<file path="src/rtl/dot_seq_ctrl_if.sv">
// Bundle for dot_seq_ctrl: job control, operand stream, shared-MAC hookup and result handshake.
// slave is the sequencer side; master is the job source / operand feeder / MAC / result sink.
interface dot_seq_ctrl_if;
  logic        start;
  logic [7:0]  len;
  logic        mode;
  logic        busy;

  logic        in_valid;
  logic        in_ready;
  logic [15:0] in_a;
  logic [15:0] in_b;

  logic [15:0] mac_a;
  logic [15:0] mac_b;
  logic [15:0] mac_c;
  logic        mac_mode;
  logic [15:0] mac_out;
  logic        mac_err;

  logic        res_valid;
  logic        res_ready;
  logic [15:0] res_data;
  logic        res_err;

  modport slave (
    input  start, len, mode, in_valid, in_a, in_b, mac_out, mac_err, res_ready,
    output busy, in_ready, mac_a, mac_b, mac_c, mac_mode, res_valid, res_data, res_err
  );

  modport master (
    output start, len, mode, in_valid, in_a, in_b, mac_out, mac_err, res_ready,
    input  busy, in_ready, mac_a, mac_b, mac_c, mac_mode, res_valid, res_data, res_err
  );
endinterface

</file>
<file path="src/rtl/dot_seq_ctrl.sv">
// Dot-product sequencer driving a shared external MAC; accumulates len products, then offers one result.
// Define MAC_PIPE_EN when the MAC has a 1-cycle registered result (adds a WAIT state per element).
module dot_seq_ctrl (
  input  logic          clk,
  input  logic          rst,
  dot_seq_ctrl_if.slave bus
);

`ifdef MAC_PIPE_EN
  typedef enum logic [1:0] {IDLE, RUN, WAIT, DONE} state_e;
`else
  typedef enum logic [1:0] {IDLE, RUN, DONE} state_e;
`endif

  state_e      state_q;
  logic [15:0] acc_q;
  logic        err_q;
  logic [7:0]  cnt_q;
  logic [7:0]  len_q;
  logic        mode_q;
  logic        busy_q;
  logic        in_ready_q;
  logic        res_valid_q;

  logic        err_d;
  logic [7:0]  cnt_d;

  assign err_d = err_q | bus.mac_err;
  assign cnt_d = cnt_q + 8'd1;

  // MAC operands are pure wiring; outputs are forced quiet while reset is held.
  assign bus.mac_a     = bus.in_a;
  assign bus.mac_b     = bus.in_b;
  assign bus.mac_c     = rst ? 16'h0000 : acc_q;
  assign bus.mac_mode  = mode_q;
  assign bus.in_ready  = in_ready_q & ~rst;
  assign bus.busy      = busy_q & ~rst;
  assign bus.res_valid = res_valid_q & ~rst;
  assign bus.res_data  = rst ? 16'h0000 : acc_q;
  assign bus.res_err   = err_q & ~rst;

  always_ff @(posedge clk) begin
    if (rst) begin
      state_q     <= IDLE;
      acc_q       <= 16'h0000;
      err_q       <= 1'b0;
      cnt_q       <= 8'd0;
      len_q       <= 8'd0;
      mode_q      <= 1'b0;
      busy_q      <= 1'b0;
      in_ready_q  <= 1'b0;
      res_valid_q <= 1'b0;
    end else begin
      case (state_q)
        IDLE: begin
          if (bus.start) begin
            len_q  <= bus.len;
            mode_q <= bus.mode;
            acc_q  <= 16'h0000;
            err_q  <= 1'b0;
            cnt_q  <= 8'd0;
            busy_q <= 1'b1;
            // An empty job goes straight to DONE with a zero result.
            if (bus.len == 8'd0) begin
              state_q     <= DONE;
              res_valid_q <= 1'b1;
            end else begin
              state_q    <= RUN;
              in_ready_q <= 1'b1;
            end
          end
        end

        RUN: begin
          if (bus.in_valid) begin
            cnt_q <= cnt_d;
`ifdef MAC_PIPE_EN
            state_q    <= WAIT;
            in_ready_q <= 1'b0;
`else
            acc_q <= bus.mac_out;
            err_q <= err_d;
            if (cnt_q == len_q - 8'd1) begin
              state_q     <= DONE;
              in_ready_q  <= 1'b0;
              res_valid_q <= 1'b1;
            end
`endif
          end
        end

`ifdef MAC_PIPE_EN
        // Registered MAC result for the element transferred last cycle lands here.
        WAIT: begin
          acc_q <= bus.mac_out;
          err_q <= err_d;
          if (cnt_q == len_q) begin
            state_q     <= DONE;
            res_valid_q <= 1'b1;
          end else begin
            state_q    <= RUN;
            in_ready_q <= 1'b1;
          end
        end
`endif

        DONE: begin
          if (bus.res_ready) begin
            state_q     <= IDLE;
            busy_q      <= 1'b0;
            res_valid_q <= 1'b0;
          end
        end

        default: begin
          state_q     <= IDLE;
          busy_q      <= 1'b0;
          in_ready_q  <= 1'b0;
          res_valid_q <= 1'b0;
        end
      endcase
    end
  end

endmodule
</file>
<file path="src/flat_wrapper.sv">
// flat-port wrapper written by rule: the top's interface ports become plain ports
module dot_seq_ctrl_flat 
  (clk, rst, bus_start, bus_len, bus_mode, bus_in_valid, bus_in_a, bus_in_b, bus_mac_out, bus_mac_err, bus_res_ready, bus_busy, bus_in_ready, bus_mac_a, bus_mac_b, bus_mac_c, bus_mac_mode, bus_res_valid, bus_res_data, bus_res_err);
  dot_seq_ctrl_if bus_i ();
  input  logic clk;
  input  logic rst;
  input wire logic [$bits(bus_i.start)-1:0] bus_start;
  input wire logic [$bits(bus_i.len)-1:0] bus_len;
  input wire logic [$bits(bus_i.mode)-1:0] bus_mode;
  input wire logic [$bits(bus_i.in_valid)-1:0] bus_in_valid;
  input wire logic [$bits(bus_i.in_a)-1:0] bus_in_a;
  input wire logic [$bits(bus_i.in_b)-1:0] bus_in_b;
  input wire logic [$bits(bus_i.mac_out)-1:0] bus_mac_out;
  input wire logic [$bits(bus_i.mac_err)-1:0] bus_mac_err;
  input wire logic [$bits(bus_i.res_ready)-1:0] bus_res_ready;
  output wire logic [$bits(bus_i.busy)-1:0] bus_busy;
  output wire logic [$bits(bus_i.in_ready)-1:0] bus_in_ready;
  output wire logic [$bits(bus_i.mac_a)-1:0] bus_mac_a;
  output wire logic [$bits(bus_i.mac_b)-1:0] bus_mac_b;
  output wire logic [$bits(bus_i.mac_c)-1:0] bus_mac_c;
  output wire logic [$bits(bus_i.mac_mode)-1:0] bus_mac_mode;
  output wire logic [$bits(bus_i.res_valid)-1:0] bus_res_valid;
  output wire logic [$bits(bus_i.res_data)-1:0] bus_res_data;
  output wire logic [$bits(bus_i.res_err)-1:0] bus_res_err;
  assign bus_i.start = bus_start;
  assign bus_i.len = bus_len;
  assign bus_i.mode = bus_mode;
  assign bus_i.in_valid = bus_in_valid;
  assign bus_i.in_a = bus_in_a;
  assign bus_i.in_b = bus_in_b;
  assign bus_i.mac_out = bus_mac_out;
  assign bus_i.mac_err = bus_mac_err;
  assign bus_i.res_ready = bus_res_ready;
  assign bus_busy = bus_i.busy;
  assign bus_in_ready = bus_i.in_ready;
  assign bus_mac_a = bus_i.mac_a;
  assign bus_mac_b = bus_i.mac_b;
  assign bus_mac_c = bus_i.mac_c;
  assign bus_mac_mode = bus_i.mac_mode;
  assign bus_res_valid = bus_i.res_valid;
  assign bus_res_data = bus_i.res_data;
  assign bus_res_err = bus_i.res_err;
  dot_seq_ctrl u_core (.clk(clk), .rst(rst), .bus(bus_i));
endmodule
</file>
<file path="config.mk">
export PLATFORM = sky130hd
export DESIGN_NAME = dot_seq_ctrl_flat
export DESIGN_NICKNAME = d
export VERILOG_FILES = /design/src/rtl/dot_seq_ctrl_if.sv /design/src/rtl/dot_seq_ctrl.sv /design/src/flat_wrapper.sv
export SDC_FILE = /design/constraint.sdc
export NUM_CORES = 1
export LEC_CHECK = 0
export BUFFER_PORTS_ARGS = -buffer_cell sky130_fd_sc_hd__clkbuf_2
export CORE_ASPECT_RATIO = 1.25
export CORE_MARGIN = 1.5
export CORE_UTILIZATION = 25
export CTS_CLUSTER_DIAMETER = 50
export DETAILED_ROUTE_END_ITERATION = 10
export GPL_ROUTABILITY_DRIVEN = 0
export PLACE_DENSITY_LB_ADDON = 0.2
export SLEW_MARGIN = 20
export SYNTH_ARGS = -nofsm -noshare
export SYNTH_HDL_FRONTEND = slang
export SYNTH_SLANG_ARGS = --single-unit
</file>
<file path="constraint.sdc">
create_clock -name clk -period 4.4 [get_ports clk]
set_clock_uncertainty 0.1 [all_clocks]
set_input_delay 0.88 -clock clk [delete_from_list [all_inputs] [get_ports clk]]
set_output_delay 0.88 -clock clk [all_outputs]
set_load 0.02 [all_outputs]
</file>
---- After elaboration in Yosys (flattened, before gate mapping) ----
Cells that the tools add are included.
word-level totals
  bits in registers ....................... 39
  input port bits ......................... 63
  output and inout port bits .............. 69
cells by class
  add/sub/neg operators ................... 2
  equal/unequal tests ..................... 9
  muxes and demuxes ....................... 29
  bitwise logic cells ..................... 8
  reductions and logical operators ........ 9
operators by type and width
  cell                   number
  $mux W16               3
  $pmux W16 S2           1
  $mux W8                2
  $pmux W8 S2            1
  $mux W1                12
  $mux W2                5
  $reduce_and A5 Y1      2
  $pmux W1 S3            3
  $add A8 B1 Y8 const B  1
  $eq A8 B8 Y1           1
  $logic_not A8 Y1       1
  $ne A2 B2 Y1 const B   4
  $sub A8 B1 Y8 const B  1
  $pmux W2 S3            1
  $reduce_and A3 Y1      2
  $and A1 B1 Y1          4
  $ne A2 B1 Y1 const B   2
  $reduce_and A4 Y1      1
  $not A1 Y1             3
  $eq A2 B1 Y1 const B   1
  $eq A2 B2 Y1 const B   1
  $logic_not A2 Y1       1
  $pmux W1 S2            1
  $reduce_and A2 Y1      1
  2 further kinds        2

---- Logic depth before layout (Yosys ltp) ----
Gate-level depths: netlist (run 1).
  depth after elaboration ................. 5
  depth in mapped cells ................... 9

---- Worst setup path before layout (run 1) ----
Ideal clock, no wire load.
  path type ............................... input port to output port
  start point ............................. in rst
  end point ............................... out bus_busy
  arrival ................................. 1.916 ns
  required time ........................... 3.420 ns
  slack ................................... 1.504 ns
  cell stages on the path ................. 4
  path buffers ............................ 3
  cells stage by stage .................... clkbuf_1 -> buf_1 -> clkbuf_1 -> nor2_1
on the way
  longest elaborated chain between the ends .. 2
ends and longest elaborated chain
  item                line                source
  start: declaration  flat_wrapper.sv:6   input logic rst;
  $not A1 Y1          dot_seq_ctrl.sv:37  assign bus.busy = busy_q & ~rst;
  $and A1 B1 Y1       dot_seq_ctrl.sv:37
  end: declaration    flat_wrapper.sv:16  output wire logic [$bits(bus_i.busy)-1:0] bus_busy;
No other way between the ends.

---- Worst setup path after layout (run 1) ----
  start point ............................. in rst
  end point ............................... out bus_res_data[13]
on the way
  longest elaborated chain between the ends .. 1
ends and longest elaborated chain
  item              line                source
  $mux W16          dot_seq_ctrl.sv:39  assign bus.res_data = rst ? 16'h0000 : acc_q;
  end: declaration  flat_wrapper.sv:23  output wire logic [$bits(bus_i.res_data)-1:0] bus_res_data;
No other way between the ends.

==> results of run 1 <==
## area by class of cell
cell class | instances | area (um2)
Multi-Input combinational cell | 164 | 1052
Timing Repair Buffer | 68 | 342.8
Tap cell | 120 | 150.1
Fill cell | 971 | 6356
Inverter | 7 | 26.28
Clock inverter | 1 | 5.005
Sequential cell | 39 | 780.7
Clock buffer | 6 | 82.58
## layout by cell type (no fill, tap or decap), drive strengths merged
cell type and count:
or2 2, o211ai 1, a2111oi 1, xnor2 8, a211o 1, and3b 1, a31o 1, a22o 16
nand3 2, o31ai 1, inv 7, nor4 5, o22ai 1, a21oi 20, dfxtp 39, o21ai 13
o41a 1, nor3 4, and4 1, nor4b 1, a21o 1, o21bai 1, nor3b 1, buf 1
nor2b 23, clkinv 1, o311a 1, nand2 18, and3 2, a211oi 1, clkbuf 73, nand3b 2
nand4 3, xor2 8, nor2 17, nand2b 2, a31oi 2, ha 2
## flip-flops by register name, indices dropped and copies added (netlist names)
register	cells
u_core.acc_q	16
u_core.bus.mac_mode	1
u_core.busy_q	1
u_core.cnt_q	8
u_core.err_q	1
u_core.in_ready_q	1
u_core.len_q	8
u_core.res_valid_q	1
u_core.state_q	2
## power by group through the flow
stage	Sequential (W)	Combinational, W	Clock, W
after detailed placement	0.000405	0.000165	0
after CTS	0.000396	0.000166	0.000257
after global placement	0.000404	0.000166	0
after global routing	0.000400	0.000185	0.000271
final	0.000396	0.000164	0.000244
after floorplan	0.000393	0.000175	0
## cells in the mapped netlist (2+ instances only)
| library cell | n |
|---|---|
| ha_1 | 2 |
| buf_4 | 48 |
| and3_1 | 2 |
| buf_1 | 2 |
| buf_2 | 2 |
| o21ai_0 | 13 |
| nor4_1 | 4 |
| nand4_1 | 3 |
| inv_1 | 7 |
| nand3b_1 | 2 |
| nand2_1 | 18 |
| xnor2_1 | 8 |
| or2_2 | 2 |
| dfxtp_1 | 39 |
| a21oi_1 | 20 |
| nand3_1 | 2 |
| clkbuf_1 | 10 |
| xor2_1 | 8 |
| nor2b_1 | 23 |
| nand2b_1 | 2 |
| a31oi_1 | 2 |
| nor3_1 | 3 |
| nor2_1 | 17 |
| a22o_1 | 16 |
## stage by stage
| stage | hold WS, ns | setup slack [ns] |
|---|---|---|
| after floorplan | 0.3290 | 1.504 |
| after global placement | 0.3442 | 1.412 |
| after detailed placement | 0.3787 | 1.420 |
| after CTS | 0.3895 | 1.417 |
| after global routing | 0.4273 | 1.331 |
| final | 0.3833 | 1.478 |
## layer usage
| layer | share of wire | GRT usage | vias up |
|---|---|---|---|
| met2 | 0.48 | 0.1848 | 63 |
| met4 | 0.020 | 0.05469 | 0 |
| met3 | 0.071 | 0.02553 | 12 |
| met1 | 0.43 | 0.1294 | 799 |
| li1 | - | - | 903 |
| met5 | 0 | 0 | - |
## kinds of logic (layout without fill, tap and decap cells)
kind of cell / count (synthesis) / in the layout
adder cells (fa/ha/maj): 2 / 2
flip-flops: 39 / 39
AO/OA/AOI/OAI: 62 / 62
AND/OR/NAND/NOR: 84 / 84
buffers and inverters: 70 / 82
XOR/XNOR: 16 / 16
## worst reg2reg max path, delay by kind of cell (launching register included)
family	cells	cell delay (ns)
buffers and inverters	1	0.08
and+or+nand+nor	1	0.09
DFF	1	0.49
AOI/OAI and AO/OA	5	1.37
adders and majority gates	1	0.32
## path summary, 6_finish.rpt
| kind | from | to | slack (ns) | cells after the start |
|---|---|---|---|---|
| max | rst | bus_res_data[13] | 1.48 | 3 |
| min | u_core.bus.mac_mode | u_core.bus.mac_mode | 0.38 | 2 |
| max reg2reg | u_core.len_q[0] | u_core.in_ready_q | 1.85 | 8 |
| min reg2reg | u_core.bus.mac_mode | u_core.bus.mac_mode | 0.38 | 2 |
==> results.md, run 1 <==
* Outcome: completed
* Cell Chain, Critical Path: clkbuf_2 -> nor2b_1 -> clkbuf_2
* Placed cell area at 2352 um2
* Ys flop type: dfxtp_1
* Clk pwr share at 0.304
* Post-Synth Adder-Cell Area at 0.01095
* Maximum fanout along the worst path at 37
* Share of layout cells above drive strength 1 at 0.2982
* Longest Clk Path Bufs at 2
* GRT Residual Overflow at 0
* Setup crit start kind: input pin
* First drt pass iteration count at 5
* Final Max Slew Viols at 0
* Core Region at 8796 um2
* IO buf count at 67
* Compound-cell area share of the yosys netlist at 0.1828
* TritonCTS clock tree: built
* Register area share after synthesis at 0.3415
* Final core utilization at 0.2774
* # diodes at 0
* Int Pwr at 0.0005650 W
* Synth area leaders: dfxtp_1 (34%), buf_4 (16%), nor2b_1 (6.3%), a22o_1 (6.1%), a21oi_1 (4.4%)
* Average routed wire per standard cell at 12.47 um
* # rows at 38
* Starting density of the core at 0.2599
* P per Cell Area at 329.5 nW/um2
* Vias after detailed routing at 1777
* Initial DRC count at 118
* Xor/xnor share of the synthesized area at 0.06130
* Max-slew headroom at 0.4740
* Post-DRT Antenna Nets at 0
* Setup CP Type: input pin to output port
* Post-Route WL at 5049 um
* H-tree levels at 2
* CP bufs+invs at 2
* MaxCap Viol Count at 0
* Final HPWL DP at 3720 um
* # hold bufs at CTS at 0
* Yosys reg bits at 39
* Final nets at 350
* Layout area overhead at 6.732%
* Pwr Total at 0.0008040 W
* Worst-Margin Slew at 0.7890 ns
* Top Family by Delay on Critical Path: buffers and inverters
* Post-synthesis simple-gate area fraction at 0.2053
* Number of enable flip-flop cells after synthesis at 0
* Final instance count without filler cells at 405
* Via/cell ratio at 4.388
* Required @ worst endpoint at 3.42 ns
* Avg Cell Area, Syn at 8.373 um2
* Comb power frac at 0.204
* Total GRT Usage at 0.1097
* CP max-delay cell: clkbuf_2
* Min-Delay Path Class: flop to flop
* Cell area after synthesis at 2286 um2
* Die Span Y at 109.9 um
* YS warnings at 0
* Max Fclk at 342.2 MHz
* Lkg Pwr at 1.051 nW
* Crit. End Element: output port
* Net count after synthesis at 338
* Switching Fraction at 0.2972
* Post-synth top area cell: dfxtp_1
* DIE AREA at 9730 um2
* Placed cell count at 398
* Main combinational cell family by area after synthesis: simple AND/OR/NAND/NOR gates
* Clk root buf: clkbuf_8
* Antenna violations before repair at 0
* Clock Latency Late Sink at 0.29 ns
* Post-CTS sizing at 0
* Clock transition at path regs at 0.07 ns
* RSZ-0062 raised after global routing: no
* DRC viols at 0
* Worst stage delay on the critical path at 0.44 ns
* Num CTS Buffers at 5
* Asr flop ratio synth at 0
* Post-CTS Setup Bufs at 0
* Multiplexer share of the synthesized area at 0
* Worst EP arrival at 1.94 ns
* Fin crit share at 0.6641
* Count of cell types in the netlist at 42
* Die X-Extent at 88.53 um
* # setup viols final at 0
* Largest net degree at the start of global routing at 38
* Peak VDD IR at 0.1120 mV
* Vias in the first global route at 1727
* First-pass GRT wire length at 8273 um
* Top cell type's share of synthesized area at 0.3415
* Fin Setup TNS at 0 ns
* CP dominant cell by count: clkbuf_2
* Clk sinks at 39
* Psw at 0.0002389 W
* Sequential Power Share at 0.493
* Final Hold Fails at 0
* Synthesized instance count at 273
* Fin area at 2440 um2
* IO Pins at 132
* Final worst path period need at 2.922 ns
Note: power is estimated with default switching activity, not from simulation.
==> run 2, diff against run 1 <==
clock period = 2.5 ns   (was 4.4 ns; I/O delays follow)
==> results.md, run 2 (synthesis gave the netlist of run 1 again) <==
* Final worst path period need at 2.257 ns
* Num CTS Buffers at 5 (unchanged)
* First-pass GRT wire length at 8445 um (+2.1%)
* Setup crit start kind: flop
* Crit. End Element: flop
* Max-slew headroom at 0.6014 (+0.1274)
* First drt pass iteration count at 4 (-1)
* Fillers at 988 (+1.8%)
* Final nets at 357 (+2.0%)
* Max reg flops at 16 (unchanged)
* Psw at 0.0004142 W (+73%)
* Worst-Margin Slew at 0.5964 ns (-0.1925 ns)
* Sequential Power Share at 0.498 (+0.005)
* Max Fclk at 443.0 MHz
* Clock Latency Late Sink at 0.28 ns (about the same)
* CP max-delay cell: o41a_1
* Core Region at 8796 um2 (unchanged)
* Top reg by flops: u_core.acc_q
* IO Pins at 132 (unchanged)
* Longest Clk Path Bufs at 2 (unchanged)
* Commonest non-fill, non-tap cell in the layout: clkbuf_2
* Largest net degree at the start of global routing at 21 (-45%)
* GRT Residual Overflow at 0 (unchanged)
* Final core utilization at 0.2817 (+0.004267)
* # hold bufs at CTS at 0 (unchanged)
* Worst EP arrival at 2.34 ns (+0.40 ns)
* # diodes at 0 (unchanged)
* IO buf count at 67 (unchanged)
* Most frequent cells in the layout: clkbuf_2 (67), dfxtp_1 (39), nor2b_1 (23)
* Post-DRT Antenna Nets at 0 (unchanged)
* # rows at 38 (unchanged)
* RSZ-0062 raised after global routing: no
* Comb power frac at 0.223 (+0.019)
* Int Pwr at 0.0009777 W (+73%)
* Switching Fraction at 0.2976 (+0.0003552)
* Vias in the first global route at 1807 (+4.6%)
* Clk pwr share at 0.279 (-0.025)
* Maximum fanout along the worst path at 6 (-84%)
* Final Hold Fails at 0 (unchanged)
* Setup CP Type: flop to flop
* Layout area overhead at 8.375%
* Die Span Y at 109.9 um (unchanged)
* Vias after detailed routing at 1813 (+2.0%)
* Clk root buf: clkbuf_8
* Min-Delay Path Class: input pin to flop
* Post-CTS sizing at 0 (unchanged)
* Worst stage delay on the critical path at 0.44 ns (about the same)
* Average routed wire per standard cell at 12.54 um (+0.59%)
* Post-Route WL at 5154 um (+2.1%)
* Total GRT Usage at 0.1125 (+0.002730)
* Die X-Extent at 88.53 um (unchanged)
* Outcome: completed
* Required @ worst endpoint at 2.58 ns (-0.84 ns)
* Antenna violations before repair at 0 (unchanged)
* Post-CTS Setup Bufs at 0 (unchanged)
* P per Cell Area at 561.8 nW/um2 (+71%)
* Lkg Pwr at 1.076 nW (+2.3%)
* DRC viols at 0 (unchanged)
* Worst hold slack at 0.3220 ns (-0.06131 ns)
* # setup viols final at 0 (unchanged)
* Clk sinks at 39 (unchanged)
* Peak VDD IR at 0.1991 mV (+78%)
* Starting density of the core at 0.2599 (unchanged)
* Clock transition at path regs at 0.07 ns (about the same)
* Final HPWL DP at 3881 um (+4.3%)
* Cell Chain, Critical Path: inv_1 -> ha_1 -> o21bai_1 -> a211o_2 -> a21oi_1 -> nor2_1 -> o41a_1 -> a2111oi_2
* Via/cell ratio at 4.411 (+0.54%)
* MaxCap Viol Count at 0 (unchanged)
* Final Max Slew Viols at 0 (unchanged)
* Share of layout cells above drive strength 1 at 0.3093 (+0.01103)
* H-tree levels at 2 (unchanged)
* DIE AREA at 9730 um2 (unchanged)
* Biggest regs: u_core.acc_q x16, u_core.cnt_q x8, u_core.len_q x8
* Fin crit share at 0.9030
* Initial DRC count at 84 (-29%)
* TritonCTS clock tree: built
* Fin Setup TNS at 0 ns (unchanged)
## run 2: cell count changes in the layout (fill, tap and decap cells not counted)
| cell | before | now |
|---|---|---|
| clkbuf_8 | 6 | 5 |
| clkinv_2 | 1 | 0 |
| buf_4 | 1 | 8 |
| clkbuf_1 | 0 | 1 |
## run 2: worst paths after layout
| kind | from | end | slack, ns | cells past startpoint |
|---|---|---|---|---|
| hold / removal | bus_mac_out[15] | u_core.acc_q[15] | 0.32 | 2 |
| hold reg to reg | u_core.err_q | u_core.err_q | 0.38 | 2 |
| setup / recovery | u_core.len_q[1] | u_core.in_ready_q | 0.24 | 8 |
| setup reg to reg | u_core.len_q[1] | u_core.in_ready_q | 0.24 | 8 |
## run 2: power by group through the flow
stage               Combinational (W)  Sequential (W)  Clock (W)
floorplan                    0.000309        0.000692          0
global placement             0.000313        0.000707          0
detailed placement           0.000312        0.000707          0
CTS                          0.000314        0.000693   0.000413
global route                 0.000346        0.000699   0.000437
finish                       0.000310        0.000693   0.000389
## run 2: routing by layer
metal | track usage | part of all wire | vias up | wire, um
met5 | 0 | 0 | - | 0
met4 | 0.05134 | 0.011 | 0 | 59
met3 | 0.02778 | 0.080 | 8 | 414
met2 | 0.1903 | 0.47 | 65 | 2411
met1 | 0.1329 | 0.44 | 827 | 2268
li1 | - | - | 913 | -
## run 2: final cells by class
type	count	area, um2	area share
Multi-Input combinational cell	164	1052	0.4247
Sequential cell	39	780.7	0.3152
Timing Repair Buffer	75	395.4	0.1596
Tap cell	120	150.1	0.06061
Clock buffer	6	72.57	0.02929
Inverter	7	26.28	0.01061
## run 2: metrics by stage
stage / std cells / worst slack (ns) / cell area [um2] / total power [W]
after global routing: 411 / 0.06156 / 2477 / 0.001481
after detailed placement: 405 / 0.2412 / 2405 / 0.001019
final: 411 / 0.2426 / 2477 / 0.001392
after global placement: 405 / 0.2981 / 2405 / 0.001020
after CTS: 411 / 0.2324 / 2477 / 0.001420
after floorplan: 273 / 0.1733 / 2286 / 0.001000
## run 2: worst max-delay path: cells and delay by family, from the launching register on
kind                       cells  cell delay (ns)
AOI/OAI and AO/OA              5             1.30
adders and majority gates      1             0.18
buffers and inverters          1             0.07
DFF                            1             0.42
and+or+nand+nor                1             0.08
==> run 3, diff against run 2 <==
ABC_AREA = 1   (was default)
CTS_BUF_LIST = sky130_fd_sc_hd__clkbuf_16   (was default)
==> results.md, run 3 <==
* Commonest cells post-synth: buf_4 (48), inv_1 (44), nand2_1 (41)
* Setup WS post-layout at 0.6036 ns (+0.3610 ns)
* RSZ-0062 raised after global routing: no
* Crit Reg-Reg Endpoint: u_core.state_q[0]
* Post-CTS Setup Bufs at 0 (unchanged)
* Outcome: completed
* Largest net degree at the start of global routing at 23 (+9.5%)
* Asr flop ratio synth at 0 (unchanged)
* Worst-Margin Slew at 0.5198 ns (-0.07668 ns)
* Cell area after synthesis at 2265 um2 (-0.93%)
* Post-synth top area cell: dfxtp_1
* Commonest non-fill, non-tap cell in the layout: clkbuf_2
* Net count after synthesis at 376 (+11%)
* Required @ worst endpoint at 1.90 ns (-0.68 ns)
* Longest Clk Path Bufs at 2 (unchanged)
* H-tree levels at 2 (unchanged)
* # diodes at 0 (unchanged)
* Clock transition at path regs at 0.06 ns (about the same)
* # hold bufs at CTS at 0 (unchanged)
* Hold Path End: u_core.bus.mac_mode
* Cell Chain, Critical Path: clkbuf_2 -> nor2_1 -> clkbuf_2
* Fillers at 994 (+0.61%)
* First-pass GRT wire length at 8418 um (-0.32%)
* Worst hold slack at 0.3512 ns (+0.02920 ns)
* Die Span Y at 109.4 um (-0.45%)
* Num CTS Buffers at 5 (unchanged)
* GRT Residual Overflow at 0 (unchanged)
* Layout area overhead at 11.82%
* Final HPWL DP at 3885 um (+0.12%)
* DIE AREA at 9642 um2 (-0.90%)
* Final Max Slew Viols at 0 (unchanged)
* Setup crit start kind: input pin
* Biggest regs: u_core.acc_q x16, u_core.cnt_q x8, u_core.len_q x8
* Reg-to-reg startpoint: u_core.len_q[0]
* Antenna violations before repair at 0 (unchanged)
* Synth area leaders: dfxtp_1 (34%), buf_4 (16%), inv_1 (7.3%), a32o_1 (7.1%), nand2_1 (6.8%)
* # rows at 38 (unchanged)
* DRC viols at 0 (unchanged)
* Min-Delay Path Class: input pin to flop
* Max reg flops at 16 (unchanged)
* Fin crit share at 0.7585 (-0.1444)
* Max-slew headroom at 0.6527 (+0.05125)
* Vias after detailed routing at 1898 (+4.7%)
* Count of cell types in the netlist at 30 (-29%)
* Setup WS pre-CTS at 0.5394 ns (+0.2982 ns)
* CP dominant cell by count: clkbuf_2
* Crit. End Element: output port
* Synthesized instance count at 311 (+14%)
* MaxCap Viol Count at 0 (unchanged)
* Worst EP arrival at 1.30 ns (-1.04 ns)
* P per Cell Area at 911.3 nW/um2 (+62%)
* Hold Startpoint: bus_mode
* Avg Cell Area, Syn at 7.282 um2 (-13%)
* Post-Route WL at 5189 um (+0.68%)
* TritonCTS clock tree: built
* Yosys reg bits at 39 (unchanged)
* Initial DRC count at 81 (-3.6%)
* Via/cell ratio at 4.199 (-4.8%)
* Starting density of the core at 0.2589 (-0.001019)
* IO buf count at 67 (unchanged)
* Peak VDD IR at 0.2967 mV (+49%)
* Clk sinks at 39 (unchanged)
* Cell depth of the worst hold path at 3 (+1)
* Ys flop type: dfxtp_1
* Worst Reg-to-Reg Cells at 11 (+3)
* Top reg by flops: u_core.acc_q
* Final nets at 396 (+11%)
* CP max-delay cell: clkbuf_2
* Register area share after synthesis at 0.3448 (+0.003208)
* Clock Latency Late Sink at 0.28 ns (about the same)
* Total GRT Usage at 0.1125 (about the same)
* Final Hold Fails at 0 (unchanged)
* Worst stage delay on the critical path at 0.29 ns (-0.15 ns)
* # setup viols final at 0 (unchanged)
* Final worst path period need at 1.896 ns (-0.3610 ns)
* Die X-Extent at 88.13 um (-0.45%)
* Setup CP Type: input pin to output port
* Most frequent cells in the layout: clkbuf_2 (67), inv_1 (44), nand2_1 (41)
* Maximum fanout along the worst path at 22 (+16)
* Share of layout cells above drive strength 1 at 0.2801 (-0.02916)
* Post-CTS sizing at 0 (unchanged)
* Post-DRT Antenna Nets at 0 (unchanged)
* Clk root buf: clkbuf_16
* Number of enable flip-flop cells after synthesis at 0 (unchanged)
* First drt pass iteration count at 4 (unchanged)
* Average routed wire per standard cell at 11.48 um (-8.5%)
* Reg-to-reg slack, setup at 0.63 ns (+0.39 ns)
* Vias in the first global route at 1818 (+0.61%)
* Final core utilization at 0.2895 (+0.007824)
* IO Pins at 132 (unchanged)
* Max Fclk at 527.3 MHz (+19%)
* Top cell type's share of synthesized area at 0.3448 (+0.003208)
* Lkg Pwr at 1.178 nW (+9.5%)
* Fin Setup TNS at 0 ns (unchanged)
* Core Region at 8748 um2 (-0.54%)
* YS warnings at 0 (unchanged)
* Top-count cell post-synth: buf_4
-- run 3: cell families (layout without fill, tap and decap cells) --
family          Yosys count  after routing  synth area share
flops                    39             39            0.3448
simple gates            114            114            0.2282
compound gates           44             44            0.1376
xor+xnor                  5              5           0.01934
fa+ha+maj                 2              2           0.01105
buf+inv                 107            128            0.2591
-- run 3: cell type report --
class / instances / area (um2) / area share
inverter: 52 / 197.7 / 0.07806
sequential: 39 / 780.7 / 0.3083
clock buffer: 5 / 125.1 / 0.04941
multi-input combinational: 165 / 897.1 / 0.3542
tap: 120 / 150.1 / 0.05929
timing repair buffer: 68 / 342.8 / 0.1354
clock inverter: 3 / 38.79 / 0.01532
-- run 3: where the power goes --
| group | internal, W | leakage [nW] | switching [W] | total (W) |
|---|---|---|---|---|
| Sequential | 0.000724 | 0.318 | 0.0000697 | 0.000794 |
| Clock | 0.000465 | 0.0812 | 0.000254 | 0.000719 |
| Combinational | 0.000272 | 0.779 | 0.000523 | 0.000795 |
| Total | 0.00146 | 1.18 | 0.000846 | 0.00231 |
-- run 3: worst max-delay path: cells and delay by family --
family | cells | cell delay [ns]
buffers and inverters | 2 | 0.50
AND/OR/NAND/NOR | 1 | 0.29
-- run 3: how the worst max path moves through the flow --
stage | endpoint | slack (ns) | cells past startpoint | from
floorplan | bus_res_data[0] | 0.62 | 3 | rst
global placement | bus_res_data[7] | 0.56 | 3 | rst
detailed placement | bus_res_data[7] | 0.54 | 3 | rst
CTS | bus_res_data[7] | 0.54 | 3 | rst
global route | u_core.state_q[0] | 0.40 | 12 | u_core.len_q[0]
finish | bus_res_data[7] | 0.60 | 3 | rst
-- run 3: metal layers --
metal | GRT usage | part of all wire | wire, um
met5 | 0 | 0 | 0
met3 | 0.02853 | 0.045 | 235
met4 | 0.04576 | 0.014 | 74
met1 | 0.1274 | 0.43 | 2208
met2 | 0.1990 | 0.51 | 2671
-- run 3: stage by stage --
step | power [W] | std cells | area, um2
global placement | 0.001614 | 444 | 2369
detailed placement | 0.001614 | 444 | 2369
floorplan | 0.001504 | 311 | 2265
global route | 0.002491 | 452 | 2532
finish | 0.002308 | 452 | 2532
CTS | 0.002353 | 452 | 2532
